<file path="config.mk">
export PLATFORM = sky130hd
export DESIGN_NAME = fork2_reg
export DESIGN_NICKNAME = d
export VERILOG_FILES = /design/src/rtl/fork2_reg.sv
export SDC_FILE = /design/constraint.sdc
export NUM_CORES = 1
export LEC_CHECK = 0
export BUFFER_PORTS_ARGS = -buffer_cell sky130_fd_sc_hd__buf_2
export CAP_MARGIN = 20
export CORE_ASPECT_RATIO = 2
export CORE_UTILIZATION = 44
export DETAILED_ROUTE_END_ITERATION = 10
export PLACE_DENSITY = 0.8
export SLEW_MARGIN = 30
export SYNTH_ARGS = -nofsm -noshare
export SYNTH_HDL_FRONTEND = slang
export SYNTH_SLANG_ARGS = --single-unit
</file>
<file path="constraint.sdc">
create_clock -name clk -period 1.9 [get_ports clk]
set_input_delay 0.38 -clock clk [delete_from_list [all_inputs] [get_ports clk]]
set_output_delay 0.38 -clock clk [all_outputs]
set_load 0.02 [all_outputs]
</file>
<file path="src/rtl/fork2_reg.sv">
// fork2_reg -- registered two-way stream fork.
//
// One input stream is copied onto two output branches through a single
// data register. Each accepted word is held until both branches have taken
// it. The branches may take the word on the same cycle or on different cycles.
// A new word can be loaded on the same cycle that the last pending branch
// takes the held word, so the fork sustains one word per cycle when both
// branches keep up.
//
// Handshake: a word moves on a stream only in a cycle where req=1 and ack=1.
// A req, once raised, stays high and its dat stays unchanged until ack is
// seen. Output reqs come from registered state only. t_0_ack depends on
// state and the branch acks, never on t_0_req.
//
// Ports:
//   clk        single clock, rising edge
//   rst        synchronous active-high reset
//   t_0_dat    incoming word
//   t_0_req    incoming word valid
//   t_0_ack    incoming word accepted
//   i_0_dat    held word, branch 0
//   i_0_req    branch 0 word valid
//   i_0_ack    branch 0 word taken
//   i_1_dat    held word, branch 1
//   i_1_req    branch 1 word valid
//   i_1_ack    branch 1 word taken
//   state_dbg  current state (0=EMPTY, 1=BOTH, 2=ONLY0, 3=ONLY1)
module fork2_reg #(
  parameter int WIDTH = 32
) (
  input  logic             clk,
  input  logic             rst,
  input  logic [WIDTH-1:0] t_0_dat,
  input  logic             t_0_req,
  output logic             t_0_ack,
  output logic [WIDTH-1:0] i_0_dat,
  output logic             i_0_req,
  input  logic             i_0_ack,
  output logic [WIDTH-1:0] i_1_dat,
  output logic             i_1_req,
  input  logic             i_1_ack,
  output logic [1:0]       state_dbg
);

  // ONLYn means that only branch n still has to take the held word.
  typedef enum logic [1:0] {
    EMPTY = 2'd0,
    BOTH  = 2'd1,
    ONLY0 = 2'd2,
    ONLY1 = 2'd3
  } state_t;

  state_t           state_q;
  state_t           state_d;
  logic [WIDTH-1:0] data_q;
  logic             free;   // register is empty, or is emptied this cycle
  logic             load;

  always_comb begin
    free    = 1'b0;
    state_d = state_q;
    case (state_q)
      EMPTY: free = 1'b1;
      BOTH: begin
        free = i_0_ack & i_1_ack;
        if (i_0_ack && !i_1_ack) state_d = ONLY1;
        else if (i_1_ack && !i_0_ack) state_d = ONLY0;
      end
      ONLY0: free = i_0_ack;   // i_1_ack is ignored here
      ONLY1: free = i_1_ack;   // i_0_ack is ignored here
      default: free = 1'b1;
    endcase
    // The last pending branch has taken the word, so a new word can be
    // loaded in the same cycle.
    if (free) state_d = t_0_req ? BOTH : EMPTY;
  end

  assign load = free & t_0_req;

  always_ff @(posedge clk) begin
    if (rst) begin
      state_q <= EMPTY;
      data_q  <= '0;
    end else begin
      state_q <= state_d;
      if (load) data_q <= t_0_dat;
    end
  end

  assign t_0_ack   = free;
  assign i_0_req   = (state_q == BOTH) || (state_q == ONLY0);
  assign i_1_req   = (state_q == BOTH) || (state_q == ONLY1);
  assign i_0_dat   = data_q;
  assign i_1_dat   = data_q;
  assign state_dbg = state_q;

endmodule

</file>
Word-level counts from Yosys, hierarchy flattened

Cells that the tools add are included.

Logic and storage cells: 23
Flip-flop bits (word level): 34
Output and inout bits: 69
Input port bits: 37

Equal/unequal tests: 3
Bitwise operators: 2
Multiplexer cells: 6
Reductions and logical operators: 10

Operators by type and width:

| kind               | number |
|---|---|
| $mux 2             | 4 |
| $eq 2x2->1 const B | 2 |
| $pmux 1 s4         | 1 |
| $reduce_bool 3->1  | 1 |
| $and 1x1->1        | 2 |
| $eq 2x1->1 const B | 1 |
| $logic_and 1x1->1  | 2 |
| $logic_not 1->1    | 2 |
| $logic_not 2->1    | 1 |
| $logic_or 1x1->1   | 2 |
| $reduce_and 2->1   | 1 |
| $reduce_bool 2->1  | 1 |
| $mux 1             | 1 |

Longest topological paths before layout

Gate-level depths: netlist (run 1).

Word-level depth: 6
Gate-level depth with buffers: 6
Gate-level depth less buffers: 5

Worst setup path after synthesis (run 1)

Ideal clock, no wire load.

Kind: register to register
From: reg state_q[0] (netlist: state_dbg[0])
To: reg data_q[0] (netlist: i_0_dat[0])
Library setup time: 72 ps
Stages on the path, launching flop included: 7
Data required time: 1828 ps
Clock period less this slack: 1754 ps
Arrival time: 1682 ps
Buffers on the path: 1
Setup slack: 146 ps
Cells stage by stage: dfxtp_1 inv_1 ha_1 a21o_1 a22oi_4 buf_8 mux2i_1

Cells in the longest elaborated chain, start to end: 3
Elaborated cells between the ends (all ways): 6
Classes of those cells: eq/ne (3); mux (1); bitwise (1); reduce/logical (1)

RTL lines:

| element                                  | RTL line | text |
|---|---|---|
| from (decl)                              | 53       | `state_t state_q;` |
| from (signal assigned)                   | 85       | `state_q <= state_d;` |
| $eq 2x2->1, or another cell as far along | 62       | `case (state_q)` |
| $pmux 1 s4 (*)                           | 62       |  |
| $and 1x1->1 (*)                          | 78       | `assign load = free & t_0_req;` |
| to (signal assigned)                     | 86       | `if (load) data_q <= t_0_dat;` |
| to (decl)                                | 55       | `logic [WIDTH-1:0] data_q;` |

Mark *: on every way between the ends. The rest lies on a longest branch, timed or not.
A chain may end at the register's enable or synchronous reset.

Worst setup path after layout (run 1)

From: reg state_q[0] (netlist: state_dbg[0])
To: out t_0_ack

Cells in the longest elaborated chain, start to end: 2
Elaborated cells between the ends (all ways): 5
Classes of those cells: eq/ne (3); mux (1); reduce/logical (1)

RTL lines:

| element                                  | RTL line | text |
|---|---|---|
| $eq 2x2->1, or another cell as far along | 62       |  |
| $pmux 1 s4 (*)                           | 62       |  |
| to (decl)                                | 35       | `output logic t_0_ack,` |

Marked as above.

==> results of run 1 <==
-- worst paths after layout --
check        cells past startpoint     endpoint  slack (ps)
min                              3  i_0_dat[11]         350
max                              5      t_0_ack          50
min reg2reg                      2   i_0_dat[3]         480
max reg2reg                      7  i_0_dat[19]         220
-- tightest hold or removal path: stages --
cell,delay (ps)
buf_2,90
nand2b_1,50
mux2i_1,50
-- cell families (layout without fill, tap and decap cells) --
| family | count (synthesis) | in the layout |
|---|---|---|
| xor+xnor | 1 | 1 |
| flops | 34 | 34 |
| buf+inv | 44 | 118 |
| fa+ha+maj | 4 | 4 |
| simple gates | 68 | 68 |
| compound gates | 9 | 9 |
| mux | 32 | 32 |
-- what timing repair did --
item / 4_1_cts / 5_1_grt
pin swaps: 1 / 1
resized for setup: 2 / 2
buffers inserted: 0 / 1
endpoints found under the hold margin: 0 / 0
endpoints found under the setup margin: 1 / 1
hold buffers: 0 / 0
-- power by group --
| group | internal, mW | switching, mW |
|---|---|---|
| Combinational | 0.203 | 0.283 |
| Sequential | 0.769 | 0.0388 |
| Clock | 0.420 | 0.252 |
| Total | 1.39 | 0.573 |
-- registers in the layout, summed over array words and instances, names as in the netlist --
signal and cells:
state_dbg 2, i_0_dat 32
-- per-layer routing --
| metal | vias to the layer above | global-route usage | wire (um) |
|---|---|---|---|
| met1 | 657 | 0.1467 | 1306 |
| met5 | - | 0 | 0 |
| met4 | 0 | 0.08565 | 80 |
| met3 | 6 | 0.04207 | 211 |
| li1 | 727 | - | - |
| met2 | 54 | 0.2889 | 2010 |
-- through the flow --
stage	hold WS, ps	worst slack (ps)	std cells	area (um2)	util
floorplan	532.1	146.3	192	1882	-
global placement	466.2	221.6	310	2196	0.5372
detailed placement	478.9	151.9	310	2196	0.5372
CTS	340.9	9.291	317	2311	0.5654
global route	346.8	4.141	318	2323	0.5684
finish	348.6	50.31	318	2323	0.5684
-- cell type report --
class	instances	area, um2
flip-flops and latches	34	685.7
clock buffers	6	82.58
clock inverters	1	30.03
repair buffers	109	568.0
multi-input cells	114	884.6
well taps	52	65.06
fillers	401	1764
inverters	2	7.507
-- Yosys cell counts --
master    number  share of area
nand2b_1      65           0.22
xor2_1         1         0.0047
nor3_1         1         0.0027
buf_4         32           0.13
a21boi_0       1         0.0040
dfxtp_1       34           0.36
and2_1         1         0.0033
mux2i_1       32           0.17
ha_1           4          0.027
a21o_1         3          0.012
buf_8          3          0.024
a22oi_4        1          0.011
or2_2          1         0.0033
clkbuf_1       7          0.014
o32ai_1        1         0.0047
a21oi_1        2         0.0053
a211o_1        1         0.0047
inv_1          2         0.0040
==> flow_summary.ini, run 1 <==
[clock_network]
clock_sinks = 34
clock_latency_ps = 280
numCtsBuffers = 5
cts_root_buf = clkbuf_8
cts_max_level = 2
cts_max_path_buffers = 2
clk_pin_slew_ps = 70
tritoncts = done

[critical_path]
cp_data_arrival_time_ps = 1470
crit_fanout = 6
worst-setup-path-type = reg -> out
crit_start = state_dbg[0]
cp.required_ps = 1520
slowest_delay_ps = 380
cp-end-kind = output pin
cp_cell_sequence = inv_1, ha_1, a21o_1, a21o_1, buf_2
cp_common_cell = a21o_1
cp-start-kind = register
critPathTopFamily = compound AO/OA/AOI/OAI gates
cp.buffers_inverters = 2
crit_path_top_delay_cell = dfxtp_4
timing.rr.start = state_dbg[1]

[status]
status = complete, no violations

[route]
drt-vias-per-instance = 4.541
dr.pass1.iters = 4
drcViolationCount = 0
drt_iter0_drc = 18
wl_mm = 3.608
route.vias.total = 1444
wl_per_cell_um = 11.35
drtAntennaViolNets = 0

[synthesis]
synthAdderAreaFrac = 0.02660
synth_top_family_by_area = simple AND/OR/NAND/NOR gates
yosys_warnings = 0
synthMuxAreaShare = 0.1702
syn-mean-instance-area_um2 = 9.801
synth_seq_cells = 34
synth-xor-area-share = 0.004654
synthDistinctLibCells = 18
synth_compound_area_frac = 0.04189
yosys.area_share.simple = 0.2254
synth_area_um2 = 1882
seq_area_frac_synth = 0.3617
syn_inst = 192
syn-num-nets = 233

[timing]
worstMarginPinSlew_ps = 422.3
post-route-min-period_ps = 1850
drv_slew = 0
slew_headroom = 0.7184
setup_violations = 0
max_freq_mhz = 540.6
clock_skew_ps = 9.157
rsz0062_at_grt = false
hold_viol = 0
setup_tns_ps = 0
finalCritPeriodShare = 0.9735

[die]
floorplan.rows = 33
die_area_um2 = 4558
die_h_um = 94.49
fp.dieW_um = 48.24
initial_core_util = 0.4604
core_um2 = 4088
io_pins = 106

[global_routing]
grt_pass1_vias = 1276
grt_usage = 0.1599
grt_antenna_before_repair = 0
grt_pass1_wl_mm = 5.202
grt_max_degree = 34
overflow = 0

[finish]
drive_gt1_frac = 0.4549
final_common_cell = buf_2
diodes = 0
area_delta_synth_final_pct = 23.47
mostFrequentLayoutCells = 105 x buf_2, 65 x nand2b_1, 32 x mux2i_1, 32 x dfxtp_1, 6 x clkbuf_8
finalNetCount = 307

[worst_hold_path]
hp-class = in -> reg
min-delay-start = t_0_dat[11]

[placed_design]
dp_hpwl_mm = 2.721
port_buffers = 105
gp_congestion = 0.6996

[pwr]
leakage_nw = 1.300
p_per_area_nw_per_um2 = 845.5
ir_drop_mv = 0.6158
total_power_mw = 1.965

[run]
drv_cap = 0
Power figures use the tool's default switching activity.
==> inputs of run 2 (changes only) <==
--- a/config.mk
+++ b/config.mk
@@ -7,10 +7,12 @@
 export LEC_CHECK = 0
 export BUFFER_PORTS_ARGS = -buffer_cell sky130_fd_sc_hd__buf_2
 export CAP_MARGIN = 20
+export CELL_PAD_IN_SITES_DETAIL_PLACEMENT = 1
+export CELL_PAD_IN_SITES_GLOBAL_PLACEMENT = 2
 export CORE_ASPECT_RATIO = 2
-export CORE_UTILIZATION = 44
+export CORE_UTILIZATION = 24
 export DETAILED_ROUTE_END_ITERATION = 10
-export PLACE_DENSITY = 0.8
+export PLACE_DENSITY_LB_ADDON = 0.1
 export SLEW_MARGIN = 30
 export SYNTH_ARGS = -nofsm -noshare
 export SYNTH_HDL_FRONTEND = slang
==> run 2 against run 1 <==
Non-clock buffer count up 3. Via count up 4.1%. Clock-buffer cell count unchanged. Register-to-register slack worse by 20 ps. Largest power group unchanged. Clock power up 17%. Largest cell class unchanged. Global-route usage down 4.6 points. Sequential cell count unchanged.
==> flow_summary.ini, run 2 (synthesized netlist as in run 1, its figures left out) <==
[critical_path]
cp_common_cell = a21o_1
cp-start-kind = register
cp_data_arrival_time_ps = 1440
crit_fanout = 5
slowest_delay_ps = 360
cp-end-kind = output pin
cp.required_ps = 1520
worst-setup-path-type = reg -> out
timing.rr.start = state_dbg[0]
cp_cell_sequence = inv_1, ha_2, a21o_1, a21o_1, buf_2
crit_path_top_delay_cell = dfxtp_4
crit_start = state_dbg[1]

[route]
wl_mm = 4.418
drtAntennaViolNets = 0
drcViolationCount = 0
dr.pass1.iters = 4
drt_iter0_drc = 51
route.vias.total = 1503
drt-vias-per-instance = 4.152
wl_per_cell_um = 12.20

[finish]
fin_util = 0.3210
mostFrequentLayoutCells = 105 x buf_2, 65 x nand2b_1, 32 x mux2i_1, 32 x dfxtp_1
finalNetCount = 310
final_common_cell = buf_2
diodes = 0
drive_gt1_frac = 0.4590
multi_input_area_um2 = 884.6
largest_register_ffs = 32
area_delta_synth_final_pct = 29.65
fill_cells = 955
regArea_um2 = 688.2

[clock_network]
cts_root_buf = clkbuf_16
cts_max_path_buffers = 2
tritoncts = done
clk_pin_slew_ps = 50
cts_hold_buf = 0
clock_sinks = 34
cts_max_level = 2
clock_latency_ps = 270
numCtsBuffers = 5

[run]
drv_cap = 0

[global_routing]
grt_usage = 0.1134
grt_pass1_wl_mm = 7.079
grt_antenna_before_repair = 0
grt_pass1_vias = 1509
grt_max_degree = 33
overflow = 0

[timing]
fin_hold_ws_ps = 355.1
drv_slew = 0
clock_skew_ps = 3.037
max_freq_mhz = 548.3
slew_headroom = 0.7025
setup_tns_ps = 0
rsz0062_at_grt = false
post-route-min-period_ps = 1824
finalCritPeriodShare = 0.9600
hold_viol = 0
worstMarginPinSlew_ps = 446.3
setup_violations = 0

[pwr]
leakage_nw = 1.330
p_per_area_nw_per_um2 = 860.4
ir_drop_mv = 0.2957

[die]
die_area_um2 = 8221
floorplan.rows = 45
io_pins = 106
initial_core_util = 0.2476
core_um2 = 7601
fp.dieW_um = 64.62
die_h_um = 127.2

[worst_hold_path]
hp-class = in -> reg
min-delay-start = t_0_dat[11]

[placed_design]
dp_hpwl_mm = 3.358
port_buffers = 105
gp_congestion = 0.6730

[status]
status = complete, no violations
run 2: cell count changes in the layout (fill, tap and decap cells not counted), sizes merged:
| cell | change |
|---|---|
| bufinv | -1 |
| buf | +3 |
run 2: power by group:
part           total (mW)  internal, mW  switching (mW)  leakage, nW
combinational       0.503         0.214           0.289        0.980
clock               0.786         0.506           0.280       0.0688
sequential          0.810         0.769          0.0410        0.281
run 2: worst paths after layout:
| kind | depth (start not counted) | to | slack (ps) |
|---|---|---|---|
| min | 3 | i_0_dat[11] | 360 |
| min reg2reg | 2 | i_0_dat[29] | 480 |
| max reg2reg | 7 | i_0_dat[30] | 200 |
| max | 5 | t_0_ack | 80 |
run 2: worst max-delay path, delay by kind of cell (launching register included):
family          cells  cell delay [ps]
compound gates      2              400
fa+ha+maj           1              200
flops               1              360
buf+inv             2              210
run 2: cell type report:
class / count / share of cell area
multi-input combinational: 114 / 0.3626
sequential: 34 / 0.2821
timing repair buffer: 112 / 0.2472
clock buffer: 6 / 0.05692
tap: 94 / 0.04821
inverter: 2 / 0.003077
run 2: layer usage:
metal	wire length (um)	vias to the layer above	part of all wire	global-route usage
li1	-	740	-	-
met1	1648	697	0.37	0.1201
met2	2416	61	0.55	0.2019
met3	262	5	0.059	0.03036
met4	91	0	0.021	0.05490
met5	0	-	0	0
run 2: metrics by stage:
stage	total power [mW]	cells	instance area [um2]	worst slack (ps)
2_1_floorplan	1.219	192	1882	146.3
3_3_place_gp	1.335	354	2276	205.3
3_5_place_dp	1.336	354	2276	158.7
4_1_cts	2.150	360	2420	8.606
5_1_grt	2.211	362	2440	3.499
6_report	2.099	362	2440	76.02
run 2: timing repair:
item	4_1_cts	5_1_grt
pin swaps	1	2
setup buffers	0	2
gates resized for setup	3	2
setup endpoints to repair	1	1
